**src/rtl/mmio_uart_tx_pkg.sv**
```systemverilog
// Shared constants for the memory-mapped UART transmitter: MMIO addresses,
// default baud divisor and the TX state encoding.
package mmio_uart_tx_pkg;

  localparam logic [31:0] ADDR_HALT = 32'hF000_0000;
  localparam logic [31:0] ADDR_UART = 32'hF000_0100;

  localparam int BAUD_DIV_DEFAULT   = 868;
  localparam int FIFO_DEPTH_DEFAULT = 16;

  typedef enum logic [1:0] {
    TX_IDLE  = 2'd0,
    TX_START = 2'd1,
    TX_DATA  = 2'd2,
    TX_STOP  = 2'd3
  } tx_state_e;

  // Status word returned by a read of the UART address.
  function automatic logic [31:0] uart_status(input logic overflow, input logic not_full);
    return {30'b0, overflow, not_full};
  endfunction

endpackage

```
**src/rtl/fifo_sync.sv**
```systemverilog
// Single-clock FIFO with a show-ahead head word; push is refused when full and
// pop when empty, both judged on the registered count.
module fifo_sync #(
  parameter int WIDTH = 8,
  parameter int DEPTH = 16
) (
  input  logic                     clk,
  input  logic                     rst,
  input  logic                     push_i,
  input  logic [WIDTH-1:0]         wdata_i,
  input  logic                     pop_i,
  output logic [WIDTH-1:0]         rdata_o,
  output logic                     full_o,
  output logic                     empty_o,
  output logic [$clog2(DEPTH):0]   count_o
);

  localparam int AW = $clog2(DEPTH);

  logic [WIDTH-1:0] mem_q [DEPTH];
  logic [AW-1:0]    wr_ptr_q, wr_ptr_d;
  logic [AW-1:0]    rd_ptr_q, rd_ptr_d;
  logic [AW:0]      count_q, count_d;
  logic             push_ok, pop_ok;

  assign full_o  = (count_q == (AW+1)'(DEPTH));
  assign empty_o = (count_q == '0);
  assign count_o = count_q;
  assign rdata_o = mem_q[rd_ptr_q];

  assign push_ok = push_i & ~full_o;
  assign pop_ok  = pop_i & ~empty_o;

  always_comb begin
    wr_ptr_d = wr_ptr_q;
    rd_ptr_d = rd_ptr_q;
    count_d  = count_q;
    if (push_ok) wr_ptr_d = wr_ptr_q + AW'(1);
    if (pop_ok)  rd_ptr_d = rd_ptr_q + AW'(1);
    case ({push_ok, pop_ok})
      2'b10:   count_d = count_q + (AW+1)'(1);
      2'b01:   count_d = count_q - (AW+1)'(1);
      default: count_d = count_q;
    endcase
  end

  always_ff @(posedge clk) begin
    if (rst) begin
      wr_ptr_q <= '0;
      rd_ptr_q <= '0;
      count_q  <= '0;
    end else begin
      wr_ptr_q <= wr_ptr_d;
      rd_ptr_q <= rd_ptr_d;
      count_q  <= count_d;
    end
  end

  // Storage carries no reset; stale words are never visible past the pointers.
  always_ff @(posedge clk) begin
    if (push_ok) mem_q[wr_ptr_q] <= wdata_i;
  end

endmodule

```
**src/rtl/mmio_uart_tx.sv**
```systemverilog
// Memory-mapped 8N1 UART transmitter with a byte FIFO, status register with
// sticky overflow, and a sticky halt flag for the CPU.
module mmio_uart_tx #(
  parameter int BAUD_DIV   = mmio_uart_tx_pkg::BAUD_DIV_DEFAULT,
  parameter int FIFO_DEPTH = mmio_uart_tx_pkg::FIFO_DEPTH_DEFAULT
) (
  input  logic        clk,
  input  logic        rst,
  input  logic        mmio_oe,
  input  logic [3:0]  mmio_we,
  input  logic [31:0] mem_addr,
  input  logic [31:0] mem_wdata,
  output logic [31:0] mmio_rdata,
  output logic        uart_txd,
  output logic        halt
);

  import mmio_uart_tx_pkg::*;

  localparam int CW = (BAUD_DIV > 1) ? $clog2(BAUD_DIV) : 1;
  localparam int AW = $clog2(FIFO_DEPTH);
  localparam logic [CW-1:0] BAUD_LAST = CW'(BAUD_DIV - 1);

  // MMIO decode
  logic wr_acc, rd_acc, hit_uart, hit_halt, uart_push, uart_read;

  assign wr_acc    = mmio_oe & mmio_we[0];
  assign rd_acc    = mmio_oe & ~mmio_we[0];
  assign hit_uart  = (mem_addr == ADDR_UART);
  assign hit_halt  = (mem_addr == ADDR_HALT);
  assign uart_push = wr_acc & hit_uart;
  assign uart_read = rd_acc & hit_uart;

  // FIFO
  logic          fifo_pop, fifo_full, fifo_empty;
  logic [7:0]    fifo_rdata;
  logic [AW:0]   fifo_count;

  fifo_sync #(
    .WIDTH (8),
    .DEPTH (FIFO_DEPTH)
  ) u_fifo (
    .clk     (clk),
    .rst     (rst),
    .push_i  (uart_push),
    .wdata_i (mem_wdata[7:0]),
    .pop_i   (fifo_pop),
    .rdata_o (fifo_rdata),
    .full_o  (fifo_full),
    .empty_o (fifo_empty),
    .count_o (fifo_count)
  );

  logic unused_bits;
  assign unused_bits = ^{mmio_we[3:1], mem_wdata[31:8], fifo_count};

  // Status, overflow and halt registers
  logic        overflow_q, overflow_d;
  logic        halt_q, halt_d;
  logic [31:0] rdata_q, rdata_d;

  always_comb begin
    overflow_d = overflow_q;
    if (uart_push && fifo_full) overflow_d = 1'b1;
    else if (uart_read)         overflow_d = 1'b0;
    halt_d  = halt_q | (wr_acc & hit_halt);
    rdata_d = uart_read ? uart_status(overflow_q, ~fifo_full) : 32'b0;
  end

  // TX state machine and baud counter
  tx_state_e     state_q, state_d;
  logic [CW-1:0] baud_q, baud_d;
  logic [2:0]    bit_idx_q, bit_idx_d;
  logic [7:0]    shift_q, shift_d;
  logic          txd_q, txd_d;
  logic          bit_end;

  assign bit_end = (baud_q == BAUD_LAST);

  always_comb begin
    state_d   = state_q;
    baud_d    = baud_q;
    bit_idx_d = bit_idx_q;
    shift_d   = shift_q;
    txd_d     = txd_q;
    fifo_pop  = 1'b0;
    case (state_q)
      TX_IDLE: begin
        baud_d = '0;
        txd_d  = 1'b1;
        if (!fifo_empty) begin
          fifo_pop = 1'b1;
          shift_d  = fifo_rdata;
          state_d  = TX_START;
          txd_d    = 1'b0;
        end
      end
      TX_START: begin
        baud_d = bit_end ? '0 : baud_q + CW'(1);
        if (bit_end) begin
          state_d   = TX_DATA;
          bit_idx_d = 3'd0;
          txd_d     = shift_q[0];
        end
      end
      TX_DATA: begin
        baud_d = bit_end ? '0 : baud_q + CW'(1);
        if (bit_end) begin
          if (bit_idx_q == 3'd7) begin
            state_d = TX_STOP;
            txd_d   = 1'b1;
          end else begin
            // Line is registered, so present the next bit while shifting.
            bit_idx_d = bit_idx_q + 3'd1;
            shift_d   = shift_q >> 1;
            txd_d     = shift_q[1];
          end
        end
      end
      TX_STOP: begin
        baud_d = bit_end ? '0 : baud_q + CW'(1);
        txd_d  = 1'b1;
        if (bit_end) state_d = TX_IDLE;
      end
      default: begin
        state_d = TX_IDLE;
        baud_d  = '0;
        txd_d   = 1'b1;
      end
    endcase
  end

  always_ff @(posedge clk) begin
    if (rst) begin
      state_q    <= TX_IDLE;
      baud_q     <= '0;
      bit_idx_q  <= 3'd0;
      shift_q    <= 8'h00;
      txd_q      <= 1'b1;
      overflow_q <= 1'b0;
      halt_q     <= 1'b0;
      rdata_q    <= 32'b0;
    end else begin
      state_q    <= state_d;
      baud_q     <= baud_d;
      bit_idx_q  <= bit_idx_d;
      shift_q    <= shift_d;
      txd_q      <= txd_d;
      overflow_q <= overflow_d;
      halt_q     <= halt_d;
      rdata_q    <= rdata_d;
    end
  end

  assign uart_txd   = txd_q;
  assign halt       = halt_q;
  assign mmio_rdata = rdata_q;

endmodule

```
**config.mk**
```make
export PLATFORM = sky130hd
export DESIGN_NAME = mmio_uart_tx
export DESIGN_NICKNAME = d
export VERILOG_FILES = /design/src/rtl/mmio_uart_tx_pkg.sv /design/src/rtl/fifo_sync.sv /design/src/rtl/mmio_uart_tx.sv
export SDC_FILE = /design/constraint.sdc
export NUM_CORES = 1
export LEC_CHECK = 0
export ABC_AREA = 1
export CAP_MARGIN = 20
export CORE_MARGIN = 2
export CORE_UTILIZATION = 35
export CTS_CLUSTER_SIZE = 16
export DETAILED_ROUTE_END_ITERATION = 8
export GPL_ROUTABILITY_DRIVEN = 0
export GPL_TIMING_DRIVEN = 0
export PLACE_DENSITY = 0.59
export SYNTH_ARGS = -nofsm -noshare
export SYNTH_HDL_FRONTEND = slang
export SYNTH_SLANG_ARGS = --single-unit
export TNS_END_PERCENT = 100
```
**constraint.sdc**
```tcl
create_clock -name clk -period 7.2 [get_ports clk]
set_clock_uncertainty 0.2 [all_clocks]
set_input_delay 1.08 -clock clk [delete_from_list [all_inputs] [get_ports clk]]
set_output_delay 1.08 -clock clk [all_outputs]
set_load 0.005 [all_outputs]
```
Word-level counts from Yosys, hierarchy flattened

Memory sizes are Yosys's and may differ from the RTL's. A register that Yosys moved wholly into a read port is not among the register bits.
Index checks and enable logic that the tools add are counted.
Widths: inputs -> output; s select.

Logic and storage cells: 90
RAM bits: 128
Input port bits: 71
Output and inout port bits: 34
Flip-flop bits (word level): 71
Memories: 1

Memories:

| name         | depth | bits a word | rd ports | clocked after Yosys merged registers in | write ports | RTL line        | RTL |
|---|---|---|---|---|---|---|---|
| u_fifo.mem_q | 16    | 8           | 1        | 1                                       | 1           | fifo_sync.sv:20 | `logic [WIDTH-1:0] mem_q [DEPTH];` |

Bitwise logic cells: 12
Mux-type cells: 30
Add/sub/neg operators: 6
Reductions and logical operators: 13
Eq/ne operators: 16

Operators with widths:

| kind                  | number |
|---|---|
| $eq 32x32->1 const B  | 2 |
| $mux 8                | 3 |
| $pmux 10 s2           | 1 |
| $pmux 8 s2            | 1 |
| $ne 2x2->1 const B    | 6 |
| $add 10x1->10 const B | 1 |
| $eq 10x10->1 const B  | 1 |
| $mux 1                | 10 |
| $mux 10               | 1 |
| $mux 2                | 5 |
| $pmux 5 s2            | 1 |
| $mux 3                | 3 |
| $add 4x1->4 const B   | 2 |
| $mux 4                | 2 |
| $pmux 2 s4            | 1 |
| $reduce_and 4->1      | 2 |
| $reduce_bool 2->1     | 4 |
| $and 1x1->1           | 7 |
| $eq 2x2->1 const B    | 3 |
| $pmux 3 s2            | 1 |
| $add 5x1->5 const B   | 1 |
| $eq 5x5->1 const B    | 1 |
| $logic_not 5->1       | 1 |
| $reduce_and 5->1      | 1 |
| 12 further kinds      | 16 |

Depth between registers and ports, before layout

Depth in word-level cells: 6
Depth in mapped cells: 16
Gate-level depth less buffers: 15

By module

Synthesis repeated with hierarchy kept, for this count alone.

Cells, all modules: 757
Area, all modules: 8037.7 µm²

Modules (own cells, without submodules):

| module       | times used | cells each | area each (µm²) | seq. area each (µm²) |
|---|---|---|---|---|
| fifo_sync    | 1          | 478        | 6147.1          | 4184.0 |
| mmio_uart_tx | 1          | 279        | 1890.6          | 560.5 |

Worst setup path before layout

Ideal clock, no wire load.

Kind: input port to flip-flop
Start: input port mem_addr[23]
End: register u_fifo.count_q[4], in the netlist u_fifo.count_o[4]
Slack: 3.945 ns
Data required time: 6.868 ns
Stages: 16
Library setup time: 0.132 ns
Arrival time: 2.923 ns
Cells stage by stage: nor2_1 > nand2_1 > nor2_2 > nand2_1 > nor2_4 > nand3_4 > ha_1 > clkbuf_2 > xor2_1 > ha_1 > a21o_1 > nand3_1 > nand2_1 > xor2_1 > nand2_1 > a21oi_1

Longest elaborated chain between the ends: 5
Elaborated cells between the ends (all ways): 7
Classes of those cells: eq/ne: 3; mux: 1; bitwise: 2; reduce/logical: 1

RTL lines:

| item                                            | RTL line           | RTL |
|---|---|---|
| start: declaration                              | mmio_uart_tx.sv:11 | `input logic [31:0] mem_addr,` |
| $eq 32x32->1 *                                  | mmio_uart_tx.sv:29 | `assign hit_uart = (mem_addr == ADDR_UART);` |
| $and 1x1->1 *                                   | mmio_uart_tx.sv:31 | `assign uart_push = wr_acc & hit_uart;` |
| $and 1x1->1 *                                   | fifo_sync.sv:31    | `assign push_ok = push_i & ~full_o;` |
| $eq 2x1->1 or $eq 2x2->1 (tied branches)        | fifo_sync.sv:40    | `case ({push_ok, pop_ok})` |
| $pmux 5 s2 or $reduce_bool 2->1 (tied branches) | n/a                |  |
| end signal: assignment                          | fifo_sync.sv:55    | `count_q <= count_d;` |
| end: declaration                                | fifo_sync.sv:23    | `logic [AW:0] count_q, count_d;` |

Mark *: on every way between the ends. The rest lies on a longest branch, timed or not.
A chain may end at the register's enable or synchronous reset.

Final worst setup path

Start: input port mem_addr[7]
End: register u_fifo.count_q[4], in the netlist u_fifo.count_o[4]

Same word-level chain as after synthesis.

==> results.yml <==
outcome:
  status: "complete, no violations"
drt:
  wl_mm: 18.05
  drc: 0
  final_antenna_net_count: 0
  detail_route.wl_per_cell_um: 14.44
  via_count: 5821
  drtPass1Iterations: 5
  drt-vias-per-instance: 4.657
  drt_iter0_drc: 384
clocking:
  cts_buffers: 17
  cts.clk_slew.worst_paths_ns: 0.06
  ctsResizeCount: 0
  htreeDepth: 4
  cts_sinks: 173
  cts_setup_buffers: 0
  cts_tree: "yes"
  clockBufferDepth: 2
  clock_latency_ns: 0.43
  cts_root_buffer: "clkbuf_16"
  hold_buffers: 0
global_route:
  grt_pass1_wl_mm: 27.85
  track_usage_pct: 15.31
  grt_max_degree: 17
  grt_pass1_vias: 5420
  overflow: 0
  grt_antenna_before_repair: 0
logic_synthesis:
  yosysSeqAreaShare_pct: 59.07
  synth_largest_area_cell: "edfxtp_1"
  syn_area_per_cell_um2: 9.373
  syn_area_um2: 8033
  synth.top_cell.area_share_pct: 47.85
  ys.warnings.count: 0
  async_flop_share_pct: 0
  syn-instance-count: 857
  synth_edf_count: 128
  synth_seq_cells: 173
  synth_flop_cell: "edfxtp_1"
  synth.distinct_cells: 36
  synth_area_leaders: "edfxtp_1 48%, dfxtp_1 11%, nand2_1 10%"
sta:
  rsz0062_at_grt: "false"
  min_period_ns: 3.492
  whs_ns: 0.2463
  worst_slew_pin_slew_ns: 1.077
  finalCritPeriodShare_pct: 48.50
  max-slew-margin-rel_pct: 27.95
  fmax_mhz: 286.4
  hold_viol_final: 0
  tns_ns: 0
  setup_viol: 0
  drv_slew: 0
critical_path:
  critPathLaunchType: "primary input"
  worstPathRequired_ns: 7.29
  path_class: "primary input to flop"
  critPathArrivalTime_ns: 3.58
  worst-path-max-fanout: 9
  crit_start: "mem_addr[7]"
  reg2reg_from: "state_q[0]$_SDFFE_PP0P_"
  crit_path_end_kind: "flop"
  regToRegSetupSlack_ns: 4.53
floorplan:
  die_h_um: 155.5
  initial_core_util_pct: 35.59
  die_x_um: 155.5
  num_rows: 55
  dieArea_um2: 24180
  ios: 105
  core_um2: 22570
finish:
  final_common_cell: "nand2_1"
  layout_common_cells: "216 x nand2_1, 128 x edfxtp_1, 99 x nand3_1"
  diodes: 0
  syn_to_final_growth_pct: 19.13
  n_fill_cell: 2201
  drive_gt1_share_pct: 11.61
  layout.nets: 1038
pwr:
  internal-power_mw: 1.923
  ir_worst_vdd_v: 0.0001775
  cellPowerDensity_nw_per_um2: 299.7
  switchingPower_mw: 0.9456
  clockPowerShare_pct: 32.0
  pwr-share-comb_pct: 28.9
  share_seq_of_total_power_pct: 39.0
  swShare_pct: 32.97
  p_leak_nw: 3.924
placed_design:
  port_buffers: 47
  dp.final_hpwl_mm: 12.24
worst_hold_path:
  min_from: "baud_q[0]$_SDFF_PP0_"
  hp-class: "flop to flop"
flow_run:
  max-cap-violations: 0
cells in the mapped netlist, types with 2 or more instances:
master / instances
edfxtp_1: 128
nor2_2: 5
ha_1: 15
nand3_1: 99
nand4_1: 7
a21oi_2: 3
o211ai_1: 7
or2_2: 2
inv_1: 91
o21ai_0: 21
a21oi_1: 21
nor3_1: 5
xor2_1: 10
inv_2: 3
buf_2: 13
buf_6: 6
clkbuf_1: 6
nor2_1: 98
dfxtp_1: 45
nand3_4: 2
nand2_2: 6
buf_1: 2
nand2_1: 216
buf_4: 34
worst max-delay path, stage by stage:
cell	delay, ns
clkdlybuf4s50_1	0.39
nor2_1	0.10
nand2_1	0.05
nor2_1	0.18
nand2_1	0.12
nor2_4	0.17
nand3_4	0.18
ha_1	0.22
clkbuf_2	0.15
xor2_1	0.17
ha_1	0.19
a21o_1	0.17
nand3_1	0.09
nand2_1	0.06
xor2_1	0.14
nand2_1	0.06
a21oi_1	0.05
per-stage QoR:
step	instances	util [%]	setup WS (ns)	area, um2	power (mW)
final	1250	42.39	3.708	9569	2.868
after global routing	1250	42.39	3.517	9569	3.042
after CTS	1250	42.39	3.700	9569	2.890
after detailed placement	1218	39.78	3.236	8979	1.973
after global placement	1218	39.73	3.035	8969	1.972
after floorplan	886	-	3.945	8142	1.759
per-layer routing:
metal | up-vias | routed length [um] | track usage, %
li1 | 2932 | - | -
met1 | 2663 | 8175 | 19.18
met2 | 189 | 8312 | 25.07
met3 | 37 | 1033 | 3.426
met4 | 0 | 533 | 7.514
met5 | - | 0 | 0
cell type report:
cell class                      count  area, um2  area share [%]
Sequential cell                   173       4745           49.58
Multi-Input combinational cell    555       2618           27.35
Timing Repair Buffer               47      470.5           4.916
Clock buffer                       18      429.2           4.485
Buffer                             62      422.9           4.419
Inverter                           96      366.6           3.831
Tap cell                          285      356.6           3.726
Clock inverter                     14      161.4           1.687
registers in the layout, summed over array words and instances, names as in the netlist, named ones only:
| register | cells |
|---|---|
| halt | 1 |
| mmio_rdata | 2 |
| shift_q | 8 |
| bit_idx_q | 3 |
| overflow_q | 1 |
| baud_q | 10 |
| u_fifo.rd_ptr_q | 4 |
| u_fifo.wr_ptr_q | 4 |
| state_q | 2 |
| u_fifo.mem_q | 128 |
| u_fifo.count_o | 5 |
| uart_txd | 1 |
power groups by stage:
stage	registers (mW)	logic, mW	clock network [mW]
global placement	1.14	0.832	0
floorplan	1.14	0.622	0
CTS	1.12	0.838	0.933
detailed placement	1.14	0.832	0
finish	1.12	0.830	0.919
global route	1.12	0.943	0.976
path summary, 6_finish.rpt:
path	cells past startpoint	to
max	17	u_fifo.count_o[4]$_SDFFE_PP0P_
min reg2reg	1	baud_q[0]$_SDFF_PP0_
max reg2reg	14	u_fifo.count_o[4]$_SDFFE_PP0P_
min	1	baud_q[0]$_SDFF_PP0_
cells by family after synthesis:
group | Yosys count | share of synthesized area, %
compound gates | 56 | 4.003
xor+xnor | 11 | 1.199
fa+ha+maj | 15 | 2.336
buf+inv | 158 | 9.828
flops | 173 | 59.07
other cells | 1 | 0.04668
simple gates | 443 | 23.52
Note: power is estimated with default switching activity, not from simulation.
